`src/rtl/mult_hilo_unit_pkg.sv`:
```
// Shared definitions for the HI/LO multiply sequencer: FSM encodings,
// read-select encodings and the default settle latency.
package mult_hilo_unit_pkg;

  localparam int unsigned DATA_WIDTH_DEF = 32;
  localparam int unsigned LATENCY_DEF    = 4;
  localparam int unsigned CNT_WIDTH      = 4;

  typedef enum logic [1:0] {
    ST_IDLE = 2'b00,
    ST_RUN  = 2'b01,
    ST_DONE = 2'b10
  } state_e;

  localparam logic SEL_HI = 1'b1;
  localparam logic SEL_LO = 1'b0;

  // Counter preload: RUN lasts LATENCY cycles, the last one with the counter at zero.
  function automatic logic [CNT_WIDTH-1:0] latency_load(input int unsigned lat);
    return CNT_WIDTH'(lat - 32'd1);
  endfunction

endpackage

```
`src/rtl/mult_hilo_unit_hilo_regpair.sv`:
```
// Architectural HI/LO register pair: product commit port with priority over
// the independent mthi/mtlo write strobes, plus the mfhi/mflo read mux.
module hilo_regpair
  import mult_hilo_unit_pkg::*;
#(
  parameter int unsigned DATA_WIDTH = DATA_WIDTH_DEF
) (
  input  logic                    clk,
  input  logic                    rst,
  input  logic                    hi_we,
  input  logic                    lo_we,
  input  logic [DATA_WIDTH-1:0]   wdata,
  input  logic                    commit,
  input  logic [2*DATA_WIDTH-1:0] commit_data,
  input  logic                    rd_sel,
  output logic [DATA_WIDTH-1:0]   rd_data,
  output logic [DATA_WIDTH-1:0]   hi,
  output logic [DATA_WIDTH-1:0]   lo
);

  logic [DATA_WIDTH-1:0] hi_r;
  logic [DATA_WIDTH-1:0] lo_r;

  // HI/LO storage: commit overrides any same-cycle register write
  always_ff @(posedge clk or posedge rst) begin
    if (rst) begin
      hi_r <= '0;
      lo_r <= '0;
    end else if (commit) begin
      hi_r <= commit_data[2*DATA_WIDTH-1:DATA_WIDTH];
      lo_r <= commit_data[DATA_WIDTH-1:0];
    end else begin
      if (hi_we) begin
        hi_r <= wdata;
      end
      if (lo_we) begin
        lo_r <= wdata;
      end
    end
  end

  // Read mux for mfhi/mflo
  always_comb begin
    rd_data = lo_r;
    if (rd_sel == SEL_HI) begin
      rd_data = hi_r;
    end else begin
      rd_data = lo_r;
    end
  end

  assign hi = hi_r;
  assign lo = lo_r;

endmodule

```
`src/rtl/mult_hilo_unit.sv`:
```
// Sequencer around an external 32x32 multiplier: latches operands, waits the
// settle latency, commits the product into HI/LO and arbitrates mfhi/mthi traffic.
module mult_hilo_unit
  import mult_hilo_unit_pkg::*;
#(
  parameter int unsigned DATA_WIDTH = DATA_WIDTH_DEF,
  parameter int unsigned LATENCY    = LATENCY_DEF
) (
  input  logic                  CLK,
  input  logic                  RST,
  input  logic                  START,
  input  logic                  SIGNED,
  input  logic [DATA_WIDTH-1:0] OP_A,
  input  logic [DATA_WIDTH-1:0] OP_B,
  output logic [DATA_WIDTH-1:0] MCND,
  output logic [DATA_WIDTH-1:0] MPLR,
  output logic                  SIGN_SEL,
  input  logic [DATA_WIDTH-1:0] PROD_HI,
  input  logic [DATA_WIDTH-1:0] PROD_LO,
  input  logic                  HI_WE,
  input  logic                  LO_WE,
  input  logic [DATA_WIDTH-1:0] WDATA,
  input  logic                  RD_REQ,
  input  logic                  RD_SEL,
  output logic [DATA_WIDTH-1:0] RD_DATA,
  output logic                  BUSY,
  output logic                  DONE,
  output logic                  STALL
);

  localparam logic [CNT_WIDTH-1:0] CNT_LOAD = latency_load(LATENCY);

  state_e                state_r;
  logic [CNT_WIDTH-1:0]  cnt_r;
  logic [DATA_WIDTH-1:0] mcnd_r;
  logic [DATA_WIDTH-1:0] mplr_r;
  logic                  sign_sel_r;
  logic                  busy_r;
  logic                  done_r;

  logic                  run_s;
  logic                  accept_s;
  logic                  commit_s;
  logic                  hi_wr_s;
  logic                  lo_wr_s;
  logic                  stall_s;
  logic [DATA_WIDTH-1:0] hi_s;
  logic [DATA_WIDTH-1:0] lo_s;

  // Request arbitration: an accepted START or an in-flight multiply blocks register traffic
  always_comb begin
    run_s    = 1'b0;
    accept_s = 1'b0;
    commit_s = 1'b0;
    hi_wr_s  = 1'b0;
    lo_wr_s  = 1'b0;
    stall_s  = 1'b0;
    if (state_r == ST_RUN) begin
      run_s    = 1'b1;
      commit_s = (cnt_r == {CNT_WIDTH{1'b0}});
      stall_s  = START | HI_WE | LO_WE | RD_REQ;
    end else begin
      accept_s = START;
      hi_wr_s  = HI_WE & ~START;
      lo_wr_s  = LO_WE & ~START;
      stall_s  = START & (HI_WE | LO_WE);
    end
  end

  // Sequencer FSM with operand latches and registered status flags
  always_ff @(posedge CLK or posedge RST) begin
    if (RST) begin
      state_r    <= ST_IDLE;
      cnt_r      <= {CNT_WIDTH{1'b0}};
      mcnd_r     <= '0;
      mplr_r     <= '0;
      sign_sel_r <= 1'b0;
      busy_r     <= 1'b0;
      done_r     <= 1'b0;
    end else begin
      case (state_r)
        ST_IDLE, ST_DONE: begin
          done_r <= 1'b0;
          if (accept_s) begin
            mcnd_r     <= OP_A;
            mplr_r     <= OP_B;
            sign_sel_r <= SIGNED;
            cnt_r      <= CNT_LOAD;
            busy_r     <= 1'b1;
            state_r    <= ST_RUN;
          end else begin
            busy_r  <= 1'b0;
            state_r <= ST_IDLE;
          end
        end
        ST_RUN: begin
          if (commit_s) begin
            busy_r  <= 1'b0;
            done_r  <= 1'b1;
            state_r <= ST_DONE;
          end else begin
            cnt_r <= cnt_r - {{(CNT_WIDTH-1){1'b0}}, 1'b1};
          end
        end
        default: begin
          busy_r  <= 1'b0;
          done_r  <= 1'b0;
          cnt_r   <= {CNT_WIDTH{1'b0}};
          state_r <= ST_IDLE;
        end
      endcase
    end
  end

  hilo_regpair #(
    .DATA_WIDTH (DATA_WIDTH)
  ) u_hilo (
    .clk         (CLK),
    .rst         (RST),
    .hi_we       (hi_wr_s),
    .lo_we       (lo_wr_s),
    .wdata       (WDATA),
    .commit      (commit_s),
    .commit_data ({PROD_HI, PROD_LO}),
    .rd_sel      (RD_SEL),
    .rd_data     (RD_DATA),
    .hi          (hi_s),
    .lo          (lo_s)
  );

  assign MCND     = mcnd_r;
  assign MPLR     = mplr_r;
  assign SIGN_SEL = sign_sel_r;
  assign BUSY     = busy_r;
  assign DONE     = done_r;
  assign STALL    = stall_s;

endmodule
```
`config.mk`:
```
export PLATFORM = sky130hd
export DESIGN_NAME = mult_hilo_unit
export DESIGN_NICKNAME = d
export VERILOG_FILES = /design/src/rtl/mult_hilo_unit_pkg.sv /design/src/rtl/mult_hilo_unit_hilo_regpair.sv /design/src/rtl/mult_hilo_unit.sv
export SDC_FILE = /design/constraint.sdc
export NUM_CORES = 1
export LEC_CHECK = 0
export CORE_MARGIN = 2
export CORE_UTILIZATION = 47
export DETAILED_ROUTE_END_ITERATION = 10
export GPL_TIMING_DRIVEN = 0
export PLACE_DENSITY = 0.87
export SYNTH_ARGS = -nofsm -noshare
export SYNTH_HDL_FRONTEND = slang
export SYNTH_HIERARCHICAL = 1
export SYNTH_SLANG_ARGS = --single-unit
```
`constraint.sdc`:
```
create_clock -name CLK -period 4.29 [get_ports CLK]
set_input_delay 0.429 -clock CLK [delete_from_list [all_inputs] [get_ports CLK]]
set_output_delay 0.429 -clock CLK [all_outputs]
set_load 0.03 [all_outputs]
```
# Word level (Yosys, flattened, before mapping)
# Cells that the tools add are included.
[totals]
regBits = 137
latch_bits = 0
ram_bits = 0
mem_bits_ro = 0
in_bits = 168
elab_cells = 51
memories = 0
[classes]
addsub = 1
n_mul = 0
div = 0
magnitude_cmp = 0
eq_ne = 5
shifts = 0
n_mux = 21
bitwise_logic = 8
reduce_logical = 7
[op_table]
columns = ["cell", "n"]
rows = [
  ["2-to-1 mux 32 bit", 5],
  ["2-to-1 mux 1 bit", 10],
  ["2-to-1 mux 4 bit", 2],
  ["one-hot mux 4 bit (2 select lines)", 1],
  ["inequality test 2 bit (second input constant)", 3],
  ["zero test 4 bit", 1],
  ["OR 1 bit", 4],
  ["one-hot mux 2 bit (2 select lines)", 1],
  ["AND reduction 2 bit", 2],
  ["nonzero test 2 bit", 2],
  ["subtractor 4 x 1 -> 4 bit (second input constant)", 1],
  ["bitwise AND 1 bit", 3],
  ["equality test 2 x 1 -> 1 bit (second input constant)", 1],
  ["equality test 2 bit (second input constant)", 1],
  ["zero test 2 bit", 1],
  ["2-to-1 mux 2 bit", 1],
  ["one-hot mux 1 bit (2 select lines)", 1],
  ["OR reduction 2 bit", 1],
  ["NOT 1 bit", 1],
]

# Logic depth before layout (Yosys ltp)
# Gate-level depths: netlist of the first run.
[logic_depth]
depth_word = 5
ltp_mapped = 10

# Modules after synthesis
# Netlist of the first run, hierarchy kept.
[modules_own_cells]
columns = ["module", "instances", "cells_per_inst", "area_each_um2", "seq_area_each_um2"]
rows = [
  ["hilo_regpair", 1, 315, 3563.4, 1601.5],
  ["mult_hilo_unit", 1, 179, 2844.0, 1801.7],
]

# Worst setup path after synthesis of the first run
# OpenSTA, ideal clock, no wires.
[synth_timing]
kind = "register to output"
from = "register state_r[1]"
to = "output port STALL"
t_arrival_ns = 1.286
t_required_ns = 3.861
path_slack_ns = 2.575
path_stages_with_launch = 3
n_path_buf = 0
path_cell_list = "dfrtp_1 > nand2b_1 > a21oi_1"
[synth_between]
elab_chain_len = 2
[synth_lines]
columns = ["item", "line_no", "source"]
rows = [
  ["start, declared", "mult_hilo_unit.sv:33", "state_e state_r;"],
  ["start signal, assigned", "mult_hilo_unit.sv:73", "state_r <= ST_IDLE;"],
  ["start signal, assigned", "mult_hilo_unit.sv:90", "state_r <= ST_RUN;"],
  ["start signal, assigned", "mult_hilo_unit.sv:93", "state_r <= ST_IDLE;"],
  ["equality test 2 x 1 -> 1 bit", "mult_hilo_unit.sv:58", "if (state_r == ST_RUN) begin"],
  ["2-to-1 mux 1 bit", "mult_hilo_unit.sv:58", ""],
  ["end, declared", "mult_hilo_unit.sv:28", "output logic STALL"],
]
# No other way between the ends.

# Final worst setup path of the first run
[layout_timing]
from = "input port START"
to = "output port STALL"
[layout_between]
elab_chain_len = 4
elab_cells_between_ends = 5
classes_between = "mux: 1; bitwise: 4"
[layout_lines]
columns = ["item", "line_no", "source"]
rows = [
  ["start, declared", "mult_hilo_unit.sv:11", "input logic START,"],
  ["OR 1 bit (3 in a row)", "mult_hilo_unit.sv:61", "stall_s = START | HI_WE | LO_WE | RD_REQ;"],
  ["2-to-1 mux 1 bit (*)", "mult_hilo_unit.sv:58", ""],
]
# Mark *: on every way between the ends. The rest lies on a longest branch, timed or not.

==> results of run 1 <==
==> kinds of logic after synthesis <==
kind of cell | synth area share [%]
buffers and inverters | 6.03
multiplexers | 29.2
AO/OA/AOI/OAI | 6.19
AND/OR/NAND/NOR | 5.31
flip-flops | 53.1
adder cells (fa/ha/maj) | 0.195
==> metrics by stage <==
stage                     hold slack, ns  util (%)
after floorplan                    0.488         -
after global placement             0.489      69.9
after detailed placement           0.491      70.0
after CTS                          0.507      74.9
after global routing               0.524      74.9
final                              0.504      74.9
==> layer usage <==
metal / share of wire (%) / global-route usage, % / up-vias
li1: - / - / 2301
met1: 38 / 30.0 / 2478
met2: 50 / 46.5 / 262
met3: 9.3 / 9.95 / 30
met4: 2.0 / 9.52 / 0
met5: 0 / 0 / -
==> synthesized netlist by cell type, drive strengths merged <==
| cell type | count | area, um2 |
|---|---|---|
| a21o | 1 | 7.51 |
| a21oi | 1 | 5.00 |
| a221o | 2 | 20.0 |
| a22o | 1 | 8.76 |
| a31o | 1 | 8.76 |
| buf | 34 | 368 |
| clkbuf | 1 | 3.75 |
| dfrtp | 136 | 3400 |
| ha | 1 | 12.5 |
| inv | 4 | 15.0 |
| mux2 | 97 | 1230 |
| mux2i | 64 | 641 |
| nand2 | 67 | 251 |
| nand2b | 2 | 12.5 |
| nor2 | 6 | 22.5 |
| nor2b | 2 | 12.5 |
| nor3 | 1 | 5.00 |
| nor3b | 2 | 15.0 |
| nor4 | 1 | 6.26 |
| nor4b | 1 | 8.76 |
| o211ai | 1 | 7.51 |
| o21ai | 65 | 325 |
| o22ai | 1 | 6.26 |
| o31ai | 1 | 7.51 |
| or2 | 1 | 6.26 |
==> final cells by class <==
cell class,count,area share [%]
Inverter,4,0.176
Sequential cell,136,34.2
Clock inverter,13,2.02
Timing Repair Buffer,267,26.9
Buffer,35,3.73
Clock buffer,19,4.45
Multi-Input combinational cell,319,26.3
Tap cell,176,2.21
==> registers in the layout, summed over array words and instances, names as in the netlist <==
name       count
cnt_r          4
state_r        2
u_hilo/lo     32
MCND          32
u_hilo/hi     32
MPLR          32
BUSY           1
SIGN_SEL       1
==> power by group through the flow <==
stage | logic [mW] | registers [mW] | clock network (mW)
after floorplan | 1.81 | 2.88 | 0
after detailed placement | 3.95 | 2.31 | 0
after global routing | 4.18 | 2.38 | 1.68
after CTS | 3.98 | 2.31 | 1.62
after global placement | 3.87 | 2.26 | 0
final | 3.96 | 2.31 | 1.60
==> worst reg2reg max path: cells and delay by family, from the launching register on <==
family          cells  cell delay (ns)
buf+inv             4             0.84
simple gates        4             0.60
flops               1             0.41
fa+ha+maj           1             0.19
compound gates      1             0.10
==> cell usage in the layout, fill, tap and decap left out, drive strengths merged <==
master and n:
nor4 1, a22o 1, a221o 2, mux2i 64, a21o 1, buf 35
a31o 1, inv 4, o31ai 1, ha 1, nor3 1, dfrtp 136
o211ai 1, o22ai 1, nor2b 2, or2 1, nand2b 2, nor4b 1
mux2 97, clkinvlp 3, nor3b 2, nand2 67, a21oi 1, clkdlybuf4s50 266
clkbuf 20, clkinv 5, bufinv 5, o21ai 65, nor2 6
==> worst min-delay path by stage <==
stage,to
final,MPLR[21]
after global routing,MCND[9]
after CTS,MCND[23]
after detailed placement,MPLR[4]
after global placement,MCND[26]
after floorplan,cnt_r[2]
==> run_results.csv, run 1 <==
group,metric,value,unit
timing,fin_crit_sh,56.2,%
die,coreArea,13300,um2
clocking,clk_pin_slew,0.06,ns
layout,stdcell_area,9960,um2
yosys,synth.distinct_cells,31,
power,powerDensity,790,nW/um2
die,ios,268,
grt,grt_first_pass_wirelength,29.7,mm
clocking,cts_tree,"done",
setup_path,cp-startpoint,"START",
setup_path,endpoint,"STALL",
setup_path,critPathMaxFanout,7,
timing,slew-limit-headroom,41.1,%
timing,hold_viol_final,0,
min_path,hold_depth,1,
grt,grt_pass1_vias,5561,
layout,multi_input_area,2620,um2
clocking,clk_latency,0.42,ns
yosys,synth_warnings,6,
setup_path,cp_slowest_stage_delay,0.68,ns
clocking,cts_sinks,136,
setup_path,path_cells,"clkdlybuf4s50_1 -> o21ai_0 -> a21oi_1 -> clkdlybuf4s50_1",
yosys,syn-cell-area,6410,um2
setup_path,reg2regPathDepth,10,
power,swShare,38.1,%
setup_path,worstSetupStartpointType,"input port",
timing,fin_skew,0.00880,ns
power,p_leak,4.12,nW
power,power.share.sequential,29.4,%
power,combPwrFrac,50.3,%
yosys,avgSynthCellArea,13.0,um2
layout,drive_gt1_share,20.9,%
grt,grt_usage,26.8,%
min_path,hold_path_class,"register to register",
drt,wl_per_cell,19.7,um
setup_path,cp_slowest_cell,"clkdlybuf4s50_1",
setup_path,critPathArrivalTime,1.98,ns
timing,finalSetupViolCount,0,
setup_path,reg2reg_slack,2.11,ns
die,die_area,14600,um2
setup_path,critPathRequiredTime,3.86,ns
setup_path,r2r_end,"u_hilo/lo[26]",
status,status,"finished, final reports clean",
min_path,hp-start,"MPLR[21]",
layout,area_delta_synth_final,55.4,%
die,start_util,48.2,%
setup_path,timing_worst_setup_path_type,"input port to output port",
clocking,cts_resized,0,
setup_path,cp_top_family,"buffers and inverters",
drt,postRouteAntennaNets,0,
drt,dr_total_vias,5071,
place,place_ws,1.89,ns
power,peakVddDrop,573,uV
timing,tightestPinTransition,0.884,ns
grt,antenna_found_initial,0,
clocking,cts_root_buf,"clkbuf_16",
drt,dr.pass1.iters,5,
timing,setup_slack,1.88,ns
layout,nets,949,
place,hpwl,14.1,mm
timing,post-route-min-period,2.41,ns
grt,grt_start_max_net_pins,73,
power,p_clk_share,20.3,%
drt,drc,0,
yosys,synth_nets,663,
yosys,ys_ff_latch,136,
setup_path,path_buf_inv,2,
place,post_dp_cell_area,9310,um2
layout,fillers,798,
die,die_h,121,um
setup_path,cp-end-kind,"output port",
die,die_w,121,um
drt,drt_iter0_drc,234,
place,dp_cells,937,
layout,regArea,3400,um2
clocking,ctsHoldBuffers,0,
drt,viasPerCell,5.23,
timing,rsz0062_at_grt,"false",
clocking,cts-htree-levels,4,
place,portBuffers,266,
grt,overflow,0,
setup_path,cp_num_cells,4,
job,cap_violations,0,
timing,fmaxAchievable,415,MHz
yosys,synth_cells,494,
power,total_power,7.86,mW
power,p_int,4.87,mW
place,gp_congestion,0.823,
setup_path,crit_top_cell,"clkdlybuf4s50_1",
drt,wirelength,19.1,mm
setup_path,r2r_start,"cnt_r[0]",
layout,stdcell_count,969,
clocking,cts_buffers,17,
layout,n_antenna_cell,0,
timing,tns,0,ns
yosys,ys_seq_area_share,53.1,%
power,switchingPower,3.00,mW
timing,slew_viol_final,0,
die,row_count,42,
clocking,cts_buffer_depth,2,
clocking,post_cts_buffers,0,
No activity file was read; power rests on OpenSTA's default activity.
==> run 2, diff against run 1 <==
--- a/config.mk
+++ b/config.mk
@@ -6,10 +6,10 @@
 export NUM_CORES = 1
 export LEC_CHECK = 0
 export CORE_MARGIN = 2
-export CORE_UTILIZATION = 47
+export CORE_UTILIZATION = 43
 export DETAILED_ROUTE_END_ITERATION = 10
 export GPL_TIMING_DRIVEN = 0
-export PLACE_DENSITY = 0.87
+export PLACE_DENSITY = 0.81
 export SYNTH_ARGS = -nofsm -noshare
 export SYNTH_HDL_FRONTEND = slang
 export SYNTH_HIERARCHICAL = 1
==> constraint.sdc (replaced) <==
create_clock -name CLK -period 2.4 [get_ports CLK]
set_input_delay 0.24 -clock CLK [delete_from_list [all_inputs] [get_ports CLK]]
set_output_delay 0.24 -clock CLK [all_outputs]
set_load 0.03 [all_outputs]
==> run 2 against run 1 <==
Effect of this change:
- first-iteration DRC count increased by 18%
- final area decreased by 0.60%
- worst hold slack got worse by 0.26 ns
- via count decreased by 1.4%
- clock power increased by 60%
- critical path depth increased by 6
- clock-buffer cell count increased by 3
- flip-flop and latch count unchanged
- critical path type is now register to register
==> run_results.csv, run 2 (synthesized netlist as in run 1, its figures left out) <==
group,metric,value,unit
status,status,"finished, final reports clean",
clocking,post_cts_buffers,0,
power,p_leak,4.09,nW
place,hpwl,14.0,mm
grt,grt_pass1_vias,5692,
drt,dr_total_vias,5001,
power,peakVddDrop,881,uV
drt,drc,0,
grt,antenna_found_initial,0,
timing,post-route-min-period,2.19,ns
layout,area_delta_synth_final,54.5,%
clocking,cts_tree,"done",
clocking,clk_pin_slew,0.06,ns
setup_path,reg2reg_slack,0.21,ns
grt,grt_first_pass_wirelength,30.0,mm
power,p_clk_share,18.7,%
drt,wl_per_cell,19.2,um
timing,fin_skew,0.00788,ns
min_path,hold_path_class,"input port to async pin",
clocking,cts-htree-levels,4,
clocking,cts_resized,0,
drt,drt_iter0_drc,276,
setup_path,timing_worst_setup_path_type,"register to register",
setup_path,reg2regPathDepth,10,
grt,overflow,0,
setup_path,critPathRequiredTime,2.73,ns
power,switchingPower,5.28,mW
setup_path,critPathMaxFanout,10,
die,die_h,126,um
die,coreArea,14500,um2
setup_path,path_cells,"inv_1 -> ha_1 -> nand2b_1 -> or2_1 -> clkbuf_1 -> nor2_1 -> buf_2 -> clkbuf_4 -> nand2_1 -> o21ai_1",
timing,hold_viol_final,0,
clocking,cts_buffers,17,
grt,grt_start_max_net_pins,73,
clocking,cts_root_buf,"clkbuf_16",
layout,n_antenna_cell,0,
drt,viasPerCell,5.12,
power,swShare,38.4,%
power,power.share.sequential,30.0,%
die,start_util,44.1,%
drt,wirelength,18.8,mm
layout,layout_common_cells,"clkdlybuf4s50_1 (266), dfrtp_1 (136), nand2_1 (67)",
power,p_int,8.46,mW
power,powerDensity,1390,nW/um2
drt,dr.pass1.iters,5,
timing,slew_viol_final,0,
timing,rsz0062_at_grt,"false",
layout,drive_gt1_share,20.4,%
setup_path,r2r_start,"cnt_r[0]",
job,cap_violations,0,
power,combPwrFrac,51.3,%
die,row_count,44,
place,portBuffers,266,
place,gp_congestion,0.903,
timing,fin_crit_sh,91.1,%
die,die_area,15900,um2
clocking,ctsHoldBuffers,0,
setup_path,cp_slowest_stage_delay,0.40,ns
timing,fmaxAchievable,457,MHz
layout,fillers,1058,
setup_path,r2r_end,"u_hilo/hi[2]",
layout,nets,949,
drt,postRouteAntennaNets,0,
place,place_ws,0.186,ns
timing,finalSetupViolCount,0,
clocking,cts_buffer_depth,2,
layout,final_util,68.1,%
setup_path,worstSetupStartpointType,"register",
setup_path,critPathArrivalTime,2.51,ns
setup_path,cp_slowest_cell,"dfrtp_1",
timing,slew-limit-headroom,42.3,%
layout,final_common_cell,"clkdlybuf4s50_1",
setup_path,cp-end-kind,"register",
clocking,clk_latency,0.41,ns
clocking,cts_sinks,136,
timing,tightestPinTransition,0.866,ns
die,ios,268,
setup_path,cp_top_family,"buffers and inverters",
grt,grt_usage,24.3,%
setup_path,path_buf_inv,4,
die,die_w,126,um
timing,setup_slack,0.213,ns
-- run 2: power groups by stage --
| stage | clock network (mW) | registers [mW] | logic [mW] |
|---|---|---|---|
| 2_1_floorplan | 0 | 5.16 | 3.23 |
| 3_3_place_gp | 0 | 4.05 | 6.92 |
| 3_5_place_dp | 0 | 4.14 | 7.06 |
| 4_1_cts | 2.61 | 4.13 | 7.10 |
| 5_1_grt | 2.73 | 4.26 | 7.47 |
| 6_report | 2.56 | 4.12 | 7.05 |
-- run 2: worst max path at each step --
stage	startpoint	to	slack (ns)	depth (start not counted)
after CTS	cnt_r[0]	u_hilo/hi[2]	0.17	10
after global placement	RST	MPLR[28]	-0.77	2
after detailed placement	cnt_r[0]	u_hilo/hi[0]	0.19	10
final	cnt_r[0]	u_hilo/hi[2]	0.21	10
after global routing	cnt_r[0]	u_hilo/hi[4]	0.06	10
after floorplan	RST	BUSY	0.34	1
-- run 2: final cells by class --
type,count,area (um2),share of cell area [%]
Tap cell,184,230,2.33
Clock buffer,22,444,4.49
Buffer,35,374,3.78
Multi-Input combinational cell,319,2620,26.4
Clock inverter,10,128,1.29
Sequential cell,136,3400,34.4
Timing Repair Buffer,267,2680,27.1
Inverter,4,17.5,0.177
-- run 2: metal layers --
metal	share of wire [%]	global-route usage, %
met1	38	26.8
met3	11	10.1
met5	0	0
met2	50	42.5
met4	1.7	7.69
-- run 2: worst register-to-register path, cell delays in order (launching register included) --
cell and delay, ns:
dfrtp_1 0.40, inv_1 0.07, ha_1 0.20, nand2b_1 0.10, or2_1 0.21, clkbuf_1 0.16
nor2_1 0.21, buf_2 0.28, clkbuf_4 0.29, nand2_1 0.10, o21ai_1 0.09
-- run 2: through the flow --
stage	instance area (um2)	std cells	power [mW]	hold WS, ns	TNS (ns)
after CTS	9890	977	13.8	0.250	0
after global routing	9900	977	14.5	0.294	0
after floorplan	6410	494	8.39	0.357	0
final	9900	977	13.7	0.248	0
after global placement	9300	944	11.0	0.489	-88.98
after detailed placement	9320	945	11.2	0.495	0
==> run 3, diff against run 2 <==
--- a/config.mk
+++ b/config.mk
@@ -5,11 +5,12 @@
 export SDC_FILE = /design/constraint.sdc
 export NUM_CORES = 1
 export LEC_CHECK = 0
-export CORE_MARGIN = 2
+export CORE_MARGIN = 1
 export CORE_UTILIZATION = 43
 export DETAILED_ROUTE_END_ITERATION = 10
 export GPL_TIMING_DRIVEN = 0
 export PLACE_DENSITY = 0.81
+export SLEW_MARGIN = 10
 export SYNTH_ARGS = -nofsm -noshare
 export SYNTH_HDL_FRONTEND = slang
 export SYNTH_HIERARCHICAL = 1
==> run 3 against run 2 <==
Effect of this change:
- worst hold slack worse by 0.053 ns
- non-clock buffer count did not move
- utilization up 0.33 points
- final area grew 0.48%
- critical path type is now register to output port
==> run_results.csv, run 3 (synthesized netlist as in run 1, its figures left out) <==
group,metric,value,unit
layout,area_delta_synth_final,55.2,%
clocking,clk_pin_slew,0.06,ns
setup_path,r2r_start,"cnt_r[0]",
layout,n_antenna_cell,0,
die,ios,268,
setup_path,r2r_end,"u_hilo/hi[5]",
setup_path,reg2reg_slack,0.24,ns
place,gp_congestion,0.857,
setup_path,cp_slowest_cell,"clkdlybuf4s50_1",
grt,grt_usage,24.3,%
layout,stdcell_count,976,
place,dp_cells,945,
grt,antenna_found_initial,0,
setup_path,critPathMaxFanout,7,
drt,dr_total_vias,4996,
grt,grt_pass1_vias,5333,
die,start_util,44.1,%
layout,drive_gt1_share,21.0,%
job,cap_violations,0,
drt,drt_iter0_drc,229,
layout,multi_input_area,2620,um2
place,portBuffers,266,
drt,postRouteAntennaNets,0,
setup_path,reg2regPathDepth,9,
layout,regArea,3400,um2
power,powerDensity,1390,nW/um2
layout,stdcell_area,9940,um2
timing,rsz0062_at_grt,"false",
drt,drc,0,
drt,dr.pass1.iters,4,
timing,slew-limit-headroom,46.4,%
timing,fin_skew,0.00699,ns
clocking,ctsHoldBuffers,0,
timing,post-route-min-period,2.27,ns
clocking,cts_tree,"done",
setup_path,worstSetupStartpointType,"register",
timing,fmaxAchievable,441,MHz
die,die_w,124,um
power,peakVddDrop,1030,uV
clocking,cts_buffers,17,
setup_path,timing_worst_setup_path_type,"register to output port",
timing,hold_viol_final,0,
clocking,cts_sinks,136,
drt,wirelength,18.6,mm
timing,slew_viol_final,0,
die,die_h,124,um
setup_path,critPathRequiredTime,2.16,ns
clocking,cts_buffer_depth,2,
setup_path,cp-end-kind,"output port",
place,hpwl,13.7,mm
setup_path,cp_slowest_stage_delay,0.69,ns
layout,nets,949,
status,status,"finished, final reports clean",
die,coreArea,14500,um2
layout,final_common_cell,"clkdlybuf4s50_1",
clocking,clk_latency,0.41,ns
setup_path,critPathArrivalTime,2.03,ns
layout,layout_common_cells,"clkdlybuf4s50_1 (266), dfrtp_1 (136), nand2_1 (67)",
timing,setup_slack,0.133,ns
drt,viasPerCell,5.12,
layout,fillers,1044,
setup_path,path_cells,"nand2b_1 -> a21oi_1 -> clkdlybuf4s50_1",
die,die_area,15400,um2
clocking,cts_root_buf,"clkbuf_16",
timing,tightestPinTransition,0.804,ns
timing,finalSetupViolCount,0,
layout,final_util,68.4,%
grt,grt_start_max_net_pins,65,
die,row_count,44,
clocking,cts-htree-levels,4,
timing,fin_crit_sh,94.5,%
grt,overflow,0,
min_path,hold_path_class,"input port to async pin",
place,place_ws,0.137,ns
place,post_dp_cell_area,9330,um2
grt,grt_first_pass_wirelength,27.6,mm
power,p_leak,4.10,nW
drt,wl_per_cell,19.0,um
[run 3: layout make-up]
class | instances | area share (%)
buffer | 35 | 3.81
clock buffer | 24 | 5.15
clock inverter | 7 | 0.906
inverter | 4 | 0.201
multi-input combinational | 319 | 26.3
sequential | 136 | 34.2
tap | 184 | 2.32
timing repair buffer | 267 | 27.1
[run 3: stage by stage]
| step | hold WS (ns) | setup TNS [ns] | total power [mW] |
|---|---|---|---|
| after floorplan | 0.357 | 0 | 8.39 |
| after global placement | 0.489 | -88.16 | 11.0 |
| after CTS | 0.188 | 0 | 13.9 |
| final | 0.194 | 0 | 13.8 |
| after detailed placement | 0.494 | 0 | 11.2 |
| after global routing | 0.218 | 0 | 14.5 |
[run 3: repair_timing]
action,4_1_cts,5_1_grt
resized for setup,0,4
endpoints found under the setup margin,0,61
setup buffers,0,0
[run 3: how the worst max path moves through the flow]
| stage | start | end | slack (ns) | cells after the start |
|---|---|---|---|---|
| 2_1_floorplan | RST | BUSY | 0.34 | 1 |
| 3_3_place_gp | RST | MPLR[18] | -0.79 | 2 |
| 3_5_place_dp | cnt_r[0] | u_hilo/hi[1] | 0.14 | 10 |
| 4_1_cts | cnt_r[0] | u_hilo/hi[1] | 0.11 | 10 |
| 5_1_grt | cnt_r[0] | u_hilo/hi[7] | 0.002 | 9 |
| 6_report | state_r[1] | STALL | 0.13 | 3 |
[run 3: worst max-delay path: cells and delay by family, from the launching register on]
family                 cells  cell delay (ns)
buffers and inverters      1             0.69
flip-flops                 1             0.43
AND/OR/NAND/NOR            1             0.28
AO/OA/AOI/OAI              1             0.21
[run 3: per-layer routing]
| layer | track usage, % | wire length (um) | vias up |
|---|---|---|---|
| li1 | - | - | 2310 |
| met1 | 27.0 | 7030 | 2423 |
| met2 | 40.7 | 9050 | 233 |
| met3 | 11.3 | 2110 | 30 |
| met4 | 8.41 | 362 | 0 |
| met5 | 0 | 0 | - |
[run 3: where the power goes]
group	internal, mW	total, mW	switching [mW]
registers	3.47	4.13	0.661
logic	3.38	7.08	3.70
clock network	1.68	2.62	0.933
